**config.mk**
```make
export PLATFORM = sky130hd
export DESIGN_NAME = complex_decoder_scheduler
export DESIGN_NICKNAME = d
export VERILOG_FILES = /design/src/rtl/complex_decoder_scheduler.sv
export SDC_FILE = /design/constraint.sdc
export NUM_CORES = 1
export LEC_CHECK = 0
export ABC_AREA = 1
export BUFFER_PORTS_ARGS = -buffer_cell sky130_fd_sc_hd__buf_2
export CORE_AREA = 4 4 299 301
export CTS_CLUSTER_DIAMETER = 40
export DETAILED_ROUTE_END_ITERATION = 10
export DIE_AREA = 0 0 303 305
export SLEW_MARGIN = 25
export SYNTH_ARGS = -nofsm -noshare
export SYNTH_HDL_FRONTEND = slang
export SYNTH_SLANG_ARGS = --single-unit
```
**constraint.sdc**
```tcl
create_clock -name clk -period 2.2 [get_ports clk]
set_clock_uncertainty 0.05 [all_clocks]
set_input_delay 0.33 -clock clk [delete_from_list [all_inputs] [get_ports clk]]
set_output_delay 0.33 -clock clk [all_outputs]
set_load 0.05 [all_outputs]
```
**src/rtl/complex_decoder_scheduler.sv**
```systemverilog
// Round-robin scheduler that feeds pairs of words from several sources into a
// two-half decoder, tracks the decoder's half phase and resynchronises it on mismatch.
module complex_decoder_scheduler #(
  parameter int element_width               = 64,
  parameter int no_of_row_by_vector_modules = 4,
  parameter int NUM_SRC                     = 2,
  localparam int WORD_W = element_width * no_of_row_by_vector_modules,
  localparam int IDX_W  = (NUM_SRC > 1) ? $clog2(NUM_SRC) : 1
) (
  input  logic                      clk,
  input  logic                      rst_n,
  input  logic [NUM_SRC-1:0]        src_valid,
  input  logic [NUM_SRC*WORD_W-1:0] src_data,
  output logic [NUM_SRC-1:0]        src_ack,
  output logic [WORD_W-1:0]         dec_in,
  output logic                      decoder_read_now,
  input  logic                      outsider_read_now,
  output logic                      pair_valid,
  input  logic                      pair_ready,
  output logic [2:0]                pair_src,
  output logic                      sync_err,
  output logic                      busy
);

  typedef enum logic [2:0] {
    RS_STROBE,
    RS_CHECK,
    IDLE,
    HI_GAP,
    LO_WAIT,
    LO_CHECK,
    PRESENT
  } state_e;

  state_e             state_q, state_d;
  logic [WORD_W-1:0]  dec_in_q, dec_in_d;
  logic               strobe_q, strobe_d;
  logic [NUM_SRC-1:0] ack_q, ack_d;
  logic               pair_valid_q, pair_valid_d;
  logic [IDX_W-1:0]   grant_q, grant_d;
  logic [IDX_W-1:0]   last_grant_q, last_grant_d;
  logic               sync_err_q, sync_err_d;

  logic               rr_found;
  logic [IDX_W-1:0]   rr_idx;
  logic [IDX_W-1:0]   rr_cand;
  logic [WORD_W-1:0]  rr_word;
  logic [WORD_W-1:0]  grant_word;

  // Round-robin search starting one past the last granted source.
  always_comb begin
    rr_found = 1'b0;
    rr_idx   = '0;
    rr_cand  = '0;
    for (int k = 1; k <= NUM_SRC; k++) begin
      rr_cand = IDX_W'((int'(last_grant_q) + k) % NUM_SRC);
      if (!rr_found && src_valid[rr_cand]) begin
        rr_found = 1'b1;
        rr_idx   = rr_cand;
      end
    end
  end

  assign rr_word    = src_data[int'(rr_idx) * WORD_W +: WORD_W];
  assign grant_word = src_data[int'(grant_q) * WORD_W +: WORD_W];

  // The strobe register doubles as a phase marker: in HI_GAP, LO_CHECK and
  // RS_STROBE a high strobe_q means "this is the strobe cycle itself", so the
  // decoder flag is only examined in the cycle after it.
  always_comb begin
    // NOTE: every signal written here gets a default first, so no path can
    // leave one unassigned and infer a latch.
    state_d      = state_q;
    dec_in_d     = dec_in_q;
    strobe_d     = 1'b0;
    ack_d        = '0;
    pair_valid_d = pair_valid_q;
    grant_d      = grant_q;
    last_grant_d = last_grant_q;
    sync_err_d   = sync_err_q;

    unique case (state_q)
      RS_STROBE: begin
        if (strobe_q) begin
          state_d = RS_CHECK;
        end else begin
          strobe_d = 1'b1;
          dec_in_d = '0;
        end
      end

      RS_CHECK: begin
        if (outsider_read_now) begin
          state_d = IDLE;
        end else begin
          state_d  = RS_STROBE;
          strobe_d = 1'b1;
          dec_in_d = '0;
        end
      end

      IDLE: begin
        if (rr_found) begin
          grant_d        = rr_idx;
          last_grant_d   = rr_idx;
          dec_in_d       = rr_word;
          strobe_d       = 1'b1;
          ack_d[rr_idx]  = 1'b1;
          state_d        = HI_GAP;
        end
      end

      HI_GAP: begin
        if (!strobe_q) begin
          // A pair-complete flag right after the high half means the decoder
          // is a half out of phase; that wins over capturing the low word.
          if (outsider_read_now) begin
            sync_err_d = 1'b1;
            state_d    = RS_STROBE;
            strobe_d   = 1'b1;
            dec_in_d   = '0;
          end else if (src_valid[grant_q]) begin
            dec_in_d       = grant_word;
            strobe_d       = 1'b1;
            ack_d[grant_q] = 1'b1;
            state_d        = LO_CHECK;
          end else begin
            state_d = LO_WAIT;
          end
        end
      end

      LO_WAIT: begin
        if (src_valid[grant_q]) begin
          dec_in_d       = grant_word;
          strobe_d       = 1'b1;
          ack_d[grant_q] = 1'b1;
          state_d        = LO_CHECK;
        end
      end

      LO_CHECK: begin
        if (!strobe_q) begin
          if (outsider_read_now) begin
            pair_valid_d = 1'b1;
            state_d      = PRESENT;
          end else begin
            sync_err_d = 1'b1;
            state_d    = RS_STROBE;
            strobe_d   = 1'b1;
            dec_in_d   = '0;
          end
        end
      end

      PRESENT: begin
        if (pair_ready) begin
          pair_valid_d = 1'b0;
          state_d      = IDLE;
        end
      end

      default: begin
        state_d  = RS_STROBE;
        dec_in_d = '0;
      end
    endcase
  end

  // NOTE: state uses non-blocking assignments so every flop samples the
  // pre-edge value of its neighbours, independent of statement order.
  always_ff @(posedge clk or negedge rst_n) begin
    if (!rst_n) begin
      state_q      <= RS_STROBE;
      dec_in_q     <= '0;
      strobe_q     <= 1'b0;
      ack_q        <= '0;
      pair_valid_q <= 1'b0;
      grant_q      <= '0;
      last_grant_q <= IDX_W'(NUM_SRC - 1);
      sync_err_q   <= 1'b0;
    end else begin
      state_q      <= state_d;
      dec_in_q     <= dec_in_d;
      strobe_q     <= strobe_d;
      ack_q        <= ack_d;
      pair_valid_q <= pair_valid_d;
      grant_q      <= grant_d;
      last_grant_q <= last_grant_d;
      sync_err_q   <= sync_err_d;
    end
  end

  assign src_ack          = ack_q;
  assign dec_in           = dec_in_q;
  assign decoder_read_now = strobe_q;
  assign pair_valid       = pair_valid_q;
  assign pair_src         = 3'(grant_q);
  assign sync_err         = sync_err_q;
  assign busy             = (state_q != IDLE);

endmodule

```
==> metrics.csv <==
metric;value;unit
core-area;86600;µm²
vdd_drop_max;0.972;mV
grt_pass1_vias;25300;
grtUsageTotal;0.198;
dpl.cell_count;5730;
grt-ovfl-total;0;
clockRootBuffer;clkbuf_16;
grt_pass1_wl;146000;µm
r2r_slack;200;ps
antenna_found_initial;10;
clkLatencyLatePin;590;ps
clkPwrFrac;0.244;
clock_sinks;266;
critPathKind;flop to output pin;
area_growth;36.0;%
drtIter0Drc;2181;
hold_depth;5;
async_flop_share;1.00;
place_hpwl;70700;µm
final_cell_mix;nand2_1 (2323), buf_2 (777), o21ai_0 (343);
yosysTopAreaCell;nand2_1;
period_share;0.937;
ys_ff_latch;266;
crit_arrival;1680;ps
grt_max_degree;91;
cp_top_family;buffers and inverters;
yosysUniqueCellTypes;29;
vias;27400;
start_kind;flop;
fin_nets;5213;
max_freq;485;MHz
rr_endpoint;dec_in[155];
worst-r2r-cell-count;10;
synthFlopType;dfrtp_1;
critPathRequiredTime;1820;ps
detail-route-antenna-nets;0;
min_period;2060;ps
syn_area;22300;µm²
max_stage_delay;470;ps
hp-start;src_data[471];
start_util;0.257;
viasPerCell;4.63;
p_leak;18.3;nW
firstDrtPassIters;6;
cts_buffers;59;
portBuffers;780;
worst_path_max_delay_cell;dfrtp_2;
ys_seq_area_frac;0.299;
p_per_area;1280;nW/µm²
max_cap_viol_count;0;
hp-class;primary input to flop;
cts_buffer_depth;3;
fp.dieH;305;µm
io_pins;783;
seqCellArea;6670;µm²
combPwrFrac;0.579;
setup_viol;0;
syn_avg_cell_area;5.62;µm²
r2r-start;state_q[1];
p_sw;0.0197;W
path_buf_inv;3;
drive_above_1_share;0.216;
crit_path_end_kind;output pin;
fin_setup_tns;0;ps
layoutNonFillerInstCount;5905;
multi_input_area;12900;µm²
h-tree-depth;2;
yosys-top-cells-area;nand2_1 (39%), dfrtp_1 (30%), o21ai_0 (7.7%);
slew_violations;0;
worstHoldEndpoint;dec_in[215];
rows;108;
cp_num_cells;4;
intPower;0.0191;W
post_synth_inst_count;3963;
dieArea;92400;µm²
rsz0062_at_grt;no;
cp_max_fo;19;
drt-total-wl;96800;µm
path_cells;inv_2, nand3_4, buf_16, buf_12;
ys_warn_count;0;
synth-edff-count;0;
place.gp.congestion;0.903;
status;complete, no violations;
seqPwrFrac;0.177;
route.detailed.drc;0;
hold_viol;0;
clkTransAtPathRegs;50;ps
sw_frac_of_total;0.508;
n_fill_cell;9511;
die_w;303;µm
synth_top_area_share;0.392;
layout_commonest_cell;nand2_1;
cts_tree;done;
wl_per_cell;16.4;µm
## cell families (layout without fill, tap and decap cells)
family | Yosys count | after routing | synth area share
other | 1 | 8 | 0.000168
AO/OA/AOI/OAI | 785 | 785 | 0.177
AND/OR/NAND/NOR | 2353 | 2353 | 0.399
flip-flops | 266 | 266 | 0.299
buffers and inverters | 558 | 1338 | 0.124
## worst reg2reg max path, cell delays in order (launching register included)
cell and delay (ps):
dfrtp_2 440, buf_6 140, nand3_4 110, buf_4 130, buf_12 240, buf_4 330
a21oi_1 70, o21ai_0 140, nand2_1 120, nand2_1 70, nand2_1 40
## per-layer routing
layer	GRT usage	part of all wire	up-vias
met4	0.0780	0.040	6
li1	-	-	13800
met3	0.0301	0.056	211
met5	0	0.00047	-
met2	0.342	0.49	926
met1	0.246	0.41	12500
## flip-flops by register name (all words and copies together) (netlist names)
| signal | count |
|---|---|
| pair_valid | 1 |
| grant_q | 1 |
| last_grant_q | 1 |
| state_q | 3 |
| dec_in | 256 |
| decoder_read_now | 1 |
| sync_err | 1 |
| src_ack | 2 |
## area by class of cell
class                      instances  area share
antenna                            6    0.000496
clock buffer                      68      0.0515
clock inverter                    42      0.0183
inverter                         271      0.0338
multi-input combinational       3140       0.426
sequential                       266       0.220
tap                             1155      0.0477
timing repair buffer             957       0.202
## what timing repair did
item                                    4_1_cts  5_1_grt
pin swaps                                     0        1
cloned                                        0        1
buffers inserted                              0        3
endpoints found under the hold margin       193        0
endpoints found under the setup margin        2        1
hold buffers                                 57        0
resized for setup                             9        2
## synthesized netlist by cell type, types with 3 or more instances
cell type / n
o21ai_0: 343
buf_4: 30
nor2_1: 5
dfrtp_1: 265
inv_2: 6
inv_1: 265
buf_8: 7
nand3_1: 13
buf_2: 154
nand4_1: 4
buf_6: 36
clkbuf_1: 46
nand2_1: 2323
buf_1: 13
a21oi_1: 256
o21ai_1: 180
nor2_2: 3
nand2_2: 3
## power by group through the flow
stage               logic [W]  clock network (W)  registers (W)
CTS                    0.0225            0.00970        0.00683
global placement       0.0222                  0        0.00690
global route           0.0249            0.00993        0.00694
detailed placement     0.0224                  0        0.00687
finish                 0.0225            0.00946        0.00684
floorplan              0.0134                  0        0.00942
## worst max-delay path by stage
stage / startpoint / endpoint / slack [ps]
3_5_place_dp: state_q[0] / dec_in[135] / 110
2_1_floorplan: decoder_read_now / dec_in[153] / 460
5_1_grt: state_q[0] / dec_in[74] / 20
4_1_cts: state_q[2] / busy / 10
3_3_place_gp: state_q[0] / dec_in[129] / 150
6_report: state_q[0] / busy / 140
## stage by stage
step                      hold slack [ps]   util  power, W  area, µm²  setup WS [ps]
final                                45.9  0.350    0.0388      30300            140
after global routing                 39.7  0.349    0.0417      30300           20.3
after CTS                           0.106  0.349    0.0391      30200           10.5
after detailed placement              214  0.318    0.0293      27500            107
after global placement                217  0.318    0.0290      27500            147
after floorplan                     -15.6      -    0.0228      22300            457
Note: power is estimated with default switching activity, not from simulation.
